**config.mk**
```make
export PLATFORM = sky130hd
export DESIGN_NAME = fifo_wr_arbiter
export DESIGN_NICKNAME = d
export VERILOG_FILES = /design/src/rtl/fifo_wr_arbiter_pkg.sv /design/src/rtl/fifo_wr_arbiter_rr_pick.sv /design/src/rtl/fifo_wr_arbiter.sv
export SDC_FILE = /design/constraint.sdc
export NUM_CORES = 1
export LEC_CHECK = 0
export ABC_CLOCK_PERIOD_IN_PS = 4600
export CORE_ASPECT_RATIO = 1.1
export CORE_UTILIZATION = 39
export DETAILED_ROUTE_END_ITERATION = 8
export PLACE_DENSITY = 0.95
export SLEW_MARGIN = 0
export SYNTH_ARGS = -nofsm -noshare
export SYNTH_HDL_FRONTEND = slang
export SYNTH_SLANG_ARGS = --single-unit
```
**constraint.sdc**
```tcl
create_clock -name wclk -period 4.6 [get_ports wclk]
set_input_delay 1.15 -clock wclk [delete_from_list [all_inputs] [get_ports wclk]]
set_output_delay 1.15 -clock wclk [all_outputs]
set_load 0.03 [all_outputs]
```
**src/rtl/fifo_wr_arbiter_pkg.sv**
```systemverilog
// ---------------------------------------------------------------------------
// fifo_arb_pkg
//
// Shared types and helpers for the async-FIFO write-side arbiter.
//
// Contents:
//   arb_state_t  - arbiter FSM state (ARB_IDLE, ARB_BURST)
//   BEAT_CNT_W   - width of the optional accepted-beat counter
//   MAX_REQ      - largest supported requester count
//   rr_pick()    - round-robin priority pick over up to MAX_REQ requesters
// ---------------------------------------------------------------------------
package fifo_arb_pkg;

  typedef enum logic [0:0] {
    ARB_IDLE  = 1'b0,
    ARB_BURST = 1'b1
  } arb_state_t;

  localparam int BEAT_CNT_W = 16;
  localparam int MAX_REQ    = 16;

  // Returns the index of the first set bit of req when scanning upward from
  // rr_ptr and wrapping at num_req. The scan runs from the farthest offset
  // back to the nearest so that the nearest set bit overwrites the result.
  // rr_ptr is always below num_req, so a single subtraction wraps it.
  // Returns 0 when no bit is set; callers qualify with their own found flag.
  function automatic logic [3:0] rr_pick(input logic [MAX_REQ-1:0] req,
                                         input logic [3:0]         rr_ptr,
                                         input int                 num_req);
    logic [3:0] pick;
    int         idx;
    pick = '0;
    for (int k = MAX_REQ - 1; k >= 0; k--) begin
      if (k < num_req) begin
        idx = int'(rr_ptr) + k;
        if (idx >= num_req) begin
          idx = idx - num_req;
        end
        if (req[idx[3:0]]) begin
          pick = idx[3:0];
        end
      end
    end
    return pick;
  endfunction

endpackage

```
**src/rtl/fifo_wr_arbiter_rr_pick.sv**
```systemverilog
// ---------------------------------------------------------------------------
// fifo_arb_rr_pick
//
// Purely combinational round-robin priority picker.
//
// Parameters:
//   NUM_REQ  number of requesters (2..16)
//   IDX_W    derived index width
//
// Ports:
//   req     in   NUM_REQ  request vector to choose from
//   rr_ptr  in   IDX_W    requester with the highest priority this time
//   idx     out  IDX_W    chosen requester (valid when found)
//   found   out  1        at least one request is set
// ---------------------------------------------------------------------------
module fifo_arb_rr_pick
  import fifo_arb_pkg::*;
#(
  parameter  int NUM_REQ = 4,
  localparam int IDX_W   = $clog2(NUM_REQ)
) (
  input  logic [NUM_REQ-1:0] req,
  input  logic [IDX_W-1:0]   rr_ptr,
  output logic [IDX_W-1:0]   idx,
  output logic               found
);

  // The package helper works on the widest supported vector, so the inputs
  // are zero-extended on the way in and the index trimmed on the way out.
  always_comb begin
    idx   = IDX_W'(rr_pick(16'(req), 4'(rr_ptr), NUM_REQ));
    found = |req;
  end

endmodule

```
**src/rtl/fifo_wr_arbiter.sv**
```systemverilog
// ---------------------------------------------------------------------------
// fifo_wr_arbiter
//
// Shares the single write port of the async FIFO between NUM_REQ requesters
// in the wclk domain. Grants are handed out round-robin and held for a whole
// packet (until the accepted beat flagged last), so packets never interleave
// inside the FIFO. Arbitration costs one bubble cycle in IDLE. After that,
// beats stream one per cycle while the owner requests and the FIFO is not
// full.
//
// Parameters:
//   DATA_WIDTH  width of one beat (matches the FIFO)
//   NUM_REQ     number of requesters (2..16)
//   IDX_W       derived requester index width
//
// Ports:
//   wclk      in   1                   write-domain clock (rising edge)
//   wrst      in   1                   synchronous active-high reset
//   req       in   NUM_REQ             per-requester beat valid
//   last      in   NUM_REQ             per-requester end of packet (with req)
//   data      in   NUM_REQ*DATA_WIDTH  per-requester beat, slice i at
//                                      [i*DATA_WIDTH +: DATA_WIDTH]
//   ack       out  NUM_REQ             beat accepted this cycle (one-hot/0)
//   gnt       out  NUM_REQ             registered one-hot owner, 0 when idle
//   winc      out  1                   FIFO write strobe
//   wdata     out  DATA_WIDTH          FIFO write data
//   wfull     in   1                   FIFO full, already in wclk domain
//   busy      out  1                   high while a packet owns the port
//   beat_cnt  out  16                  saturating accepted-beat count
//                                      (only with FIFO_ARB_BEAT_CNT_EN)
//
// Configuration macro:
//   FIFO_ARB_BEAT_CNT_EN  adds the beat_cnt port and its counter.
// ---------------------------------------------------------------------------
module fifo_wr_arbiter
  import fifo_arb_pkg::*;
#(
  parameter  int DATA_WIDTH = 8,
  parameter  int NUM_REQ    = 4,
  localparam int IDX_W      = $clog2(NUM_REQ)
) (
  input  logic                          wclk,
  input  logic                          wrst,
  input  logic [NUM_REQ-1:0]            req,
  input  logic [NUM_REQ-1:0]            last,
  input  logic [NUM_REQ*DATA_WIDTH-1:0] data,
  output logic [NUM_REQ-1:0]            ack,
  output logic [NUM_REQ-1:0]            gnt,
  output logic                          winc,
  output logic [DATA_WIDTH-1:0]         wdata,
  input  logic                          wfull,
  output logic                          busy
`ifdef FIFO_ARB_BEAT_CNT_EN
  ,
  output logic [BEAT_CNT_W-1:0]         beat_cnt
`endif
);

  arb_state_t       state;
  logic [IDX_W-1:0] owner;
  logic [IDX_W-1:0] rr_ptr;
  logic [IDX_W-1:0] pick_idx;
  logic             pick_found;
  logic             accept;
  logic             end_pkt;
  logic [IDX_W-1:0] next_ptr;

  fifo_arb_rr_pick #(
    .NUM_REQ (NUM_REQ)
  ) u_rr_pick (
    .req    (req),
    .rr_ptr (rr_ptr),
    .idx    (pick_idx),
    .found  (pick_found)
  );

  // A beat is taken only from the current owner, only in BURST, and only
  // when the FIFO has room. Reset also blocks the strobe so nothing of an
  // abandoned packet reaches the FIFO while wrst is high. Non-owners never
  // see an ack because ack is derived from the one-hot grant.
  always_comb begin
    accept   = (state == ARB_BURST) && req[owner] && !wfull && !wrst;
    end_pkt  = accept && last[owner];
    winc     = accept;
    ack      = accept ? gnt : '0;
    wdata    = data[int'(owner)*DATA_WIDTH +: DATA_WIDTH];
    next_ptr = (owner == IDX_W'(NUM_REQ - 1)) ? '0 : owner + IDX_W'(1);
  end

  // Arbiter FSM. IDLE latches the round-robin winner as the owner. BURST
  // holds the grant through stalls (full FIFO or owner pausing) and releases
  // only on the accepted last beat. At release, the requester after the
  // owner gets top priority next time.
  always_ff @(posedge wclk) begin
    if (wrst) begin
      state  <= ARB_IDLE;
      owner  <= '0;
      gnt    <= '0;
      rr_ptr <= '0;
      busy   <= 1'b0;
    end else begin
      case (state)
        ARB_IDLE: begin
          if (pick_found) begin
            state <= ARB_BURST;
            owner <= pick_idx;
            gnt   <= NUM_REQ'(1) << pick_idx;
            busy  <= 1'b1;
          end
        end
        ARB_BURST: begin
          if (end_pkt) begin
            state  <= ARB_IDLE;
            gnt    <= '0;
            busy   <= 1'b0;
            rr_ptr <= next_ptr;
          end
        end
        default: begin
          state <= ARB_IDLE;
          gnt   <= '0;
          busy  <= 1'b0;
        end
      endcase
    end
  end

`ifdef FIFO_ARB_BEAT_CNT_EN
  logic [BEAT_CNT_W-1:0] beat_cnt_q;

  // Counts every beat written into the FIFO. It sticks at all-ones instead
  // of wrapping, so a long run still reads as "at least this many".
  always_ff @(posedge wclk) begin
    if (wrst) begin
      beat_cnt_q <= '0;
    end else if (accept && (beat_cnt_q != '1)) begin
      beat_cnt_q <= beat_cnt_q + BEAT_CNT_W'(1);
    end
  end

  assign beat_cnt = beat_cnt_q;
`endif

endmodule

```
After elaboration in Yosys (flattened, before gate mapping)
Cells that the tools add are included.

storage, ports and cells
  input bits = 43
  output and inout port bits = 18
  logic and storage cells = 69
  register bits = 10

operators by class
  mux-type cells = 31
  add/sub/neg operators = 8
  order comparisons = 9
  shift operators = 2
  bitwise logic cells = 1
  equal/unequal tests = 3
  reduce and logical (&&, ||, !) cells = 10

operators by type and width
  cell                 number
  $ge 32x4->1 const B  3
  $shiftx 32x6->8      1
  $mux 4               7
  $lt 4x5->1 const B   4
  $bmux 1 s4           4
  $sub 4x4->4 const B  3
  $mux 1               10
  $mux 2               5
  $pmux 4 s2           1
  $add 2x2->3 const B  2
  $reduce_and 2->1     3
  $bmux 1 s2           2
  $logic_and 1x1->1    4
  $pmux 1 s2           2
  $reduce_or 4->1      1
  $shl 1x2->4 const A  1
  $sub 2x3->4 const B  1
  $add 2x1->3 const B  1
  $ge 2x3->1 const B   1
  $lt 2x3->1 const B   1
  $add 2x1->2 const B  1
  $eq 2x2->1 const B   1
  $logic_not 1->1      2
  $ne 2x1->1 const B   1
  2 further kinds      2

Longest topological paths before layout
  word-level depth = 12
  mapped depth = 8
  mapped depth without buffers = 7

Hierarchy
From an unflattened synthesis, not the netlist that was laid out.

second synthesis, totals
  cell total of the unflattened synthesis = 102
  area total of the unflattened synthesis = 1,063.5 sq um

modules (own cells, without submodules)
  module            sequential area each (sq um)  times used  cells each  area each (sq um)
  fifo_wr_arbiter   200.2                         1           68          752.0
  fifo_arb_rr_pick  0.0                           1           34          311.5

Worst setup path before layout
OpenSTA, ideal clock, no wires.

  path kind = input to output
  start point = input port req[3]
  end point = output port ack[0]
  arrival time = 2.206 ns
  data required time = 3.450 ns
  buffers on the path = 1
  cell stages on the path = 4
  setup slack = 1.244 ns
  path through = mux4_2 > and3_1 > buf_2 > and2_1

on the way
  word-level cells in the longest chain between the ends = 6

RTL lines
  item                             RTL line               RTL
  from (decl)                      fifo_wr_arbiter.sv:44  input logic [NUM_REQ-1:0] req,
  $bmux 1 s2                       fifo_wr_arbiter.sv:82  accept = (state == ARB_BURST) && req[owner] && !wfull && !wrst;
  $mux 1 (implied by the code)     fifo_wr_arbiter.sv:82
  $logic_and 1x1->1 (3 in series)  fifo_wr_arbiter.sv:82
  net winc                         fifo_wr_arbiter.sv:49  output logic winc,
  $mux 4                           fifo_wr_arbiter.sv:85  ack = accept ? gnt : '0;
  to (decl)                        fifo_wr_arbiter.sv:47  output logic [NUM_REQ-1:0] ack,

The timed path passes the listed nets, and every way through them passes these cells. The select of a mux whose other input is x is not followed.

Worst setup path in the final report
  start point = input port req[3]
  end point = output port ack[3]

on the way
  word-level cells in the longest chain between the ends = 6

RTL lines
  item                             RTL line
  $bmux 1 s2                       fifo_wr_arbiter.sv:82
  $mux 1 (implied by the code)     fifo_wr_arbiter.sv:82
  $logic_and 1x1->1 (3 in series)  fifo_wr_arbiter.sv:82
  $mux 4                           fifo_wr_arbiter.sv:85

Every way passes these cells. The select of a mux whose other input is x is not followed.

==> impl_metrics.json <==
{
  "syn_avg_cell_area_um2": 10.5,
  "coreArea_mm2": 0.00230,
  "io_buffers": 60,
  "fin_crit_ns": 4.36,
  "layout_common_cells": "clkdlybuf4s50_1 (60), mux4_2 (10), dfxtp_1 (10), nor2_1 (8), mux2i_1 (7)",
  "num-nets-final": 202,
  "synth_edf_count": 0,
  "ios": 61,
  "synth_top_area_cell": "mux4_2",
  "outcome": "complete, no violations",
  "crit_path_max_fanout": 6,
  "vias": 1046,
  "drive_gt1_frac": 0.145,
  "worst_slew_pin_slew_ns": 0.685,
  "arrival_ns": 3.21,
  "numClockSinks": 10,
  "cts_buffers": 3,
  "crit_top_cell": "clkdlybuf4s50_1",
  "ys_seq_area_frac": 0.205,
  "dieArea_mm2": 0.00271,
  "via_per_inst": 5.75,
  "synth.top_cell.area_share": 0.230,
  "diodes": 0,
  "clk_latency_ns": 0.27,
  "crit_buf_inv": 2,
  "cts_buffer_depth": 2,
  "root_buffer": "clkbuf_4",
  "cts_setup_buffers": 0,
  "fin_tns_setup_ns": 0,
  "cp_slowest_cell": "clkdlybuf4s50_1",
  "crit_family": "buffers and inverters",
  "synth.distinct_cells": 36,
  "totalWireLength_um": 3150,
  "leakage_uw": 0.000611,
  "slew_viol_final": 0,
  "end_kind": "output pin",
  "maxCapViolCount": 0,
  "fin_skew_ns": 0.00243,
  "relSlewSlack": 0.543,
  "htree_levels": 1,
  "holdCritPathClass": "register to register",
  "start_util": 0.426,
  "area_delta_synth_final_pct": 65.6,
  "utilization": 0.705,
  "setup_viol": 0,
  "hpwlAfterDp_um": 2510,
  "cpPeakStageDelay_ns": 0.58,
  "synth_fp_nets": 142,
  "track_usage": 0.244,
  "synth.area.top_cells": "mux4_2 (23%), dfxtp_1 (20%), ha_1 (7.7%)",
  "whs_ns": 0.507,
  "clk_pin_slew_ns": 0.07,
  "num_rows": 18,
  "placed_cell_area_mm2": 0.00158,
  "synth_seq_cells": 10,
  "ant_nets": 0,
  "synth_flop_cell": "dfxtp_1",
  "dr.first_iter.drc_count": 12,
  "antenna_found_initial": 0,
  "vdd_ir_drop_max_mv": 0.152,
  "grt_pass1_vias": 1000,
  "hold_buffers": 0,
  "power.total_uw": 340,
  "critPathLaunchType": "primary input",
  "syn_inst": 93,
  "cp.required_ns": 3.45,
  "grt_max_degree": 14,
  "postCtsResizedCells": 0,
  "ys.warnings.count": 0,
  "fp.dieW_um": 49.8,
  "grt.overflow.total": 0,
  "place_congestion": 0.734,
  "period_share": 0.949,
  "powerDensity_mw_per_mm2": 210,
  "synthesis.area_um2": 978,
  "first_pass_iters": 4,
  "fmax_ghz": 0.229,
  "criticalPathCategory": "primary input to output pin",
  "design_area_mm2": 0.00162,
  "async_flop_share": 0,
  "rsz0062_at_grt": "no",
  "drc": 0,
  "chipHeight_um": 54.5,
  "finalHoldViolations": 0,
  "worstPathCellList": "clkdlybuf4s50_1, mux4_2, and3_1, and2_1, clkdlybuf4s50_1",
  "cts_tree": "yes",
  "final_common_cell": "clkdlybuf4s50_1",
  "grt_pass1_wl_um": 4880,
  "routedWlPerCell_um": 17.3
}
layout make-up:
type / count / area (µm²)
multi-input cells: 75 / 731
fillers: 168 / 677
repair buffers: 61 / 608
flip-flops and latches: 10 / 200
well taps: 30 / 37.5
clock buffers: 4 / 36.3
inverters: 2 / 7.51
cells in the mapped netlist, types with 3 or more instances:
| library cell | count |
|---|---|
| a21oi_1 | 4 |
| ha_1 | 6 |
| nand2_1 | 3 |
| mux2i_1 | 7 |
| and2_1 | 5 |
| mux4_2 | 10 |
| buf_2 | 4 |
| dfxtp_1 | 10 |
| nor2_1 | 8 |
registers in the layout (all words and copies together) (netlist names):
register	flops
state	1
busy	1
owner	2
rr_ptr	2
gnt	4
per-stage QoR:
step,setup WS [ns],instances
after floorplan,1.24,93
after global placement,0.308,178
after detailed placement,0.256,178
after CTS,0.246,182
after global routing,0.187,182
final,0.237,182
where the power goes:
part           internal, µW  leakage, µW  switching, µW  total [µW]
clock network          48.1    0.0000210           31.1        79.2
logic                  89.1     0.000507           66.9         156
registers              92.6    0.0000822           12.5         105
total                   230     0.000611            110         340
worst paths after layout:
kind                                        startpoint  cells past startpoint  slack [ns]             endpoint
worst max-delay path                            req[3]                      5        0.24               ack[3]
worst max register to register  rr_ptr[0]$_SDFFE_PP0P_                      7        2.15  gnt[0]$_SDFFE_PP0P_
worst min-delay path                 busy$_SDFFE_PP0P_                      2        0.51    busy$_SDFFE_PP0P_
worst min register to register       busy$_SDFFE_PP0P_                      2        0.51    busy$_SDFFE_PP0P_
kinds of logic after synthesis:
| group | Yosys count | synth area share |
|---|---|---|
| AOI/OAI and AO/OA | 18 | 0.160 |
| adders and majority gates | 6 | 0.0767 |
| buffers and inverters | 8 | 0.0486 |
| DFF | 10 | 0.205 |
| muxes | 19 | 0.325 |
| and+or+nand+nor | 32 | 0.185 |
worst min-delay path, stage by stage, from the launching register on:
cell and delay [ns]:
dfxtp_1 0.33, a21oi_1 0.07, nor2_1 0.08
routing by layer:
metal	wire (µm)	track usage
met2	1560	0.455
met3	412	0.0861
met5	0	0
met1	1110	0.254
met4	65	0.0952
No activity file was read; power rests on OpenSTA's default activity.
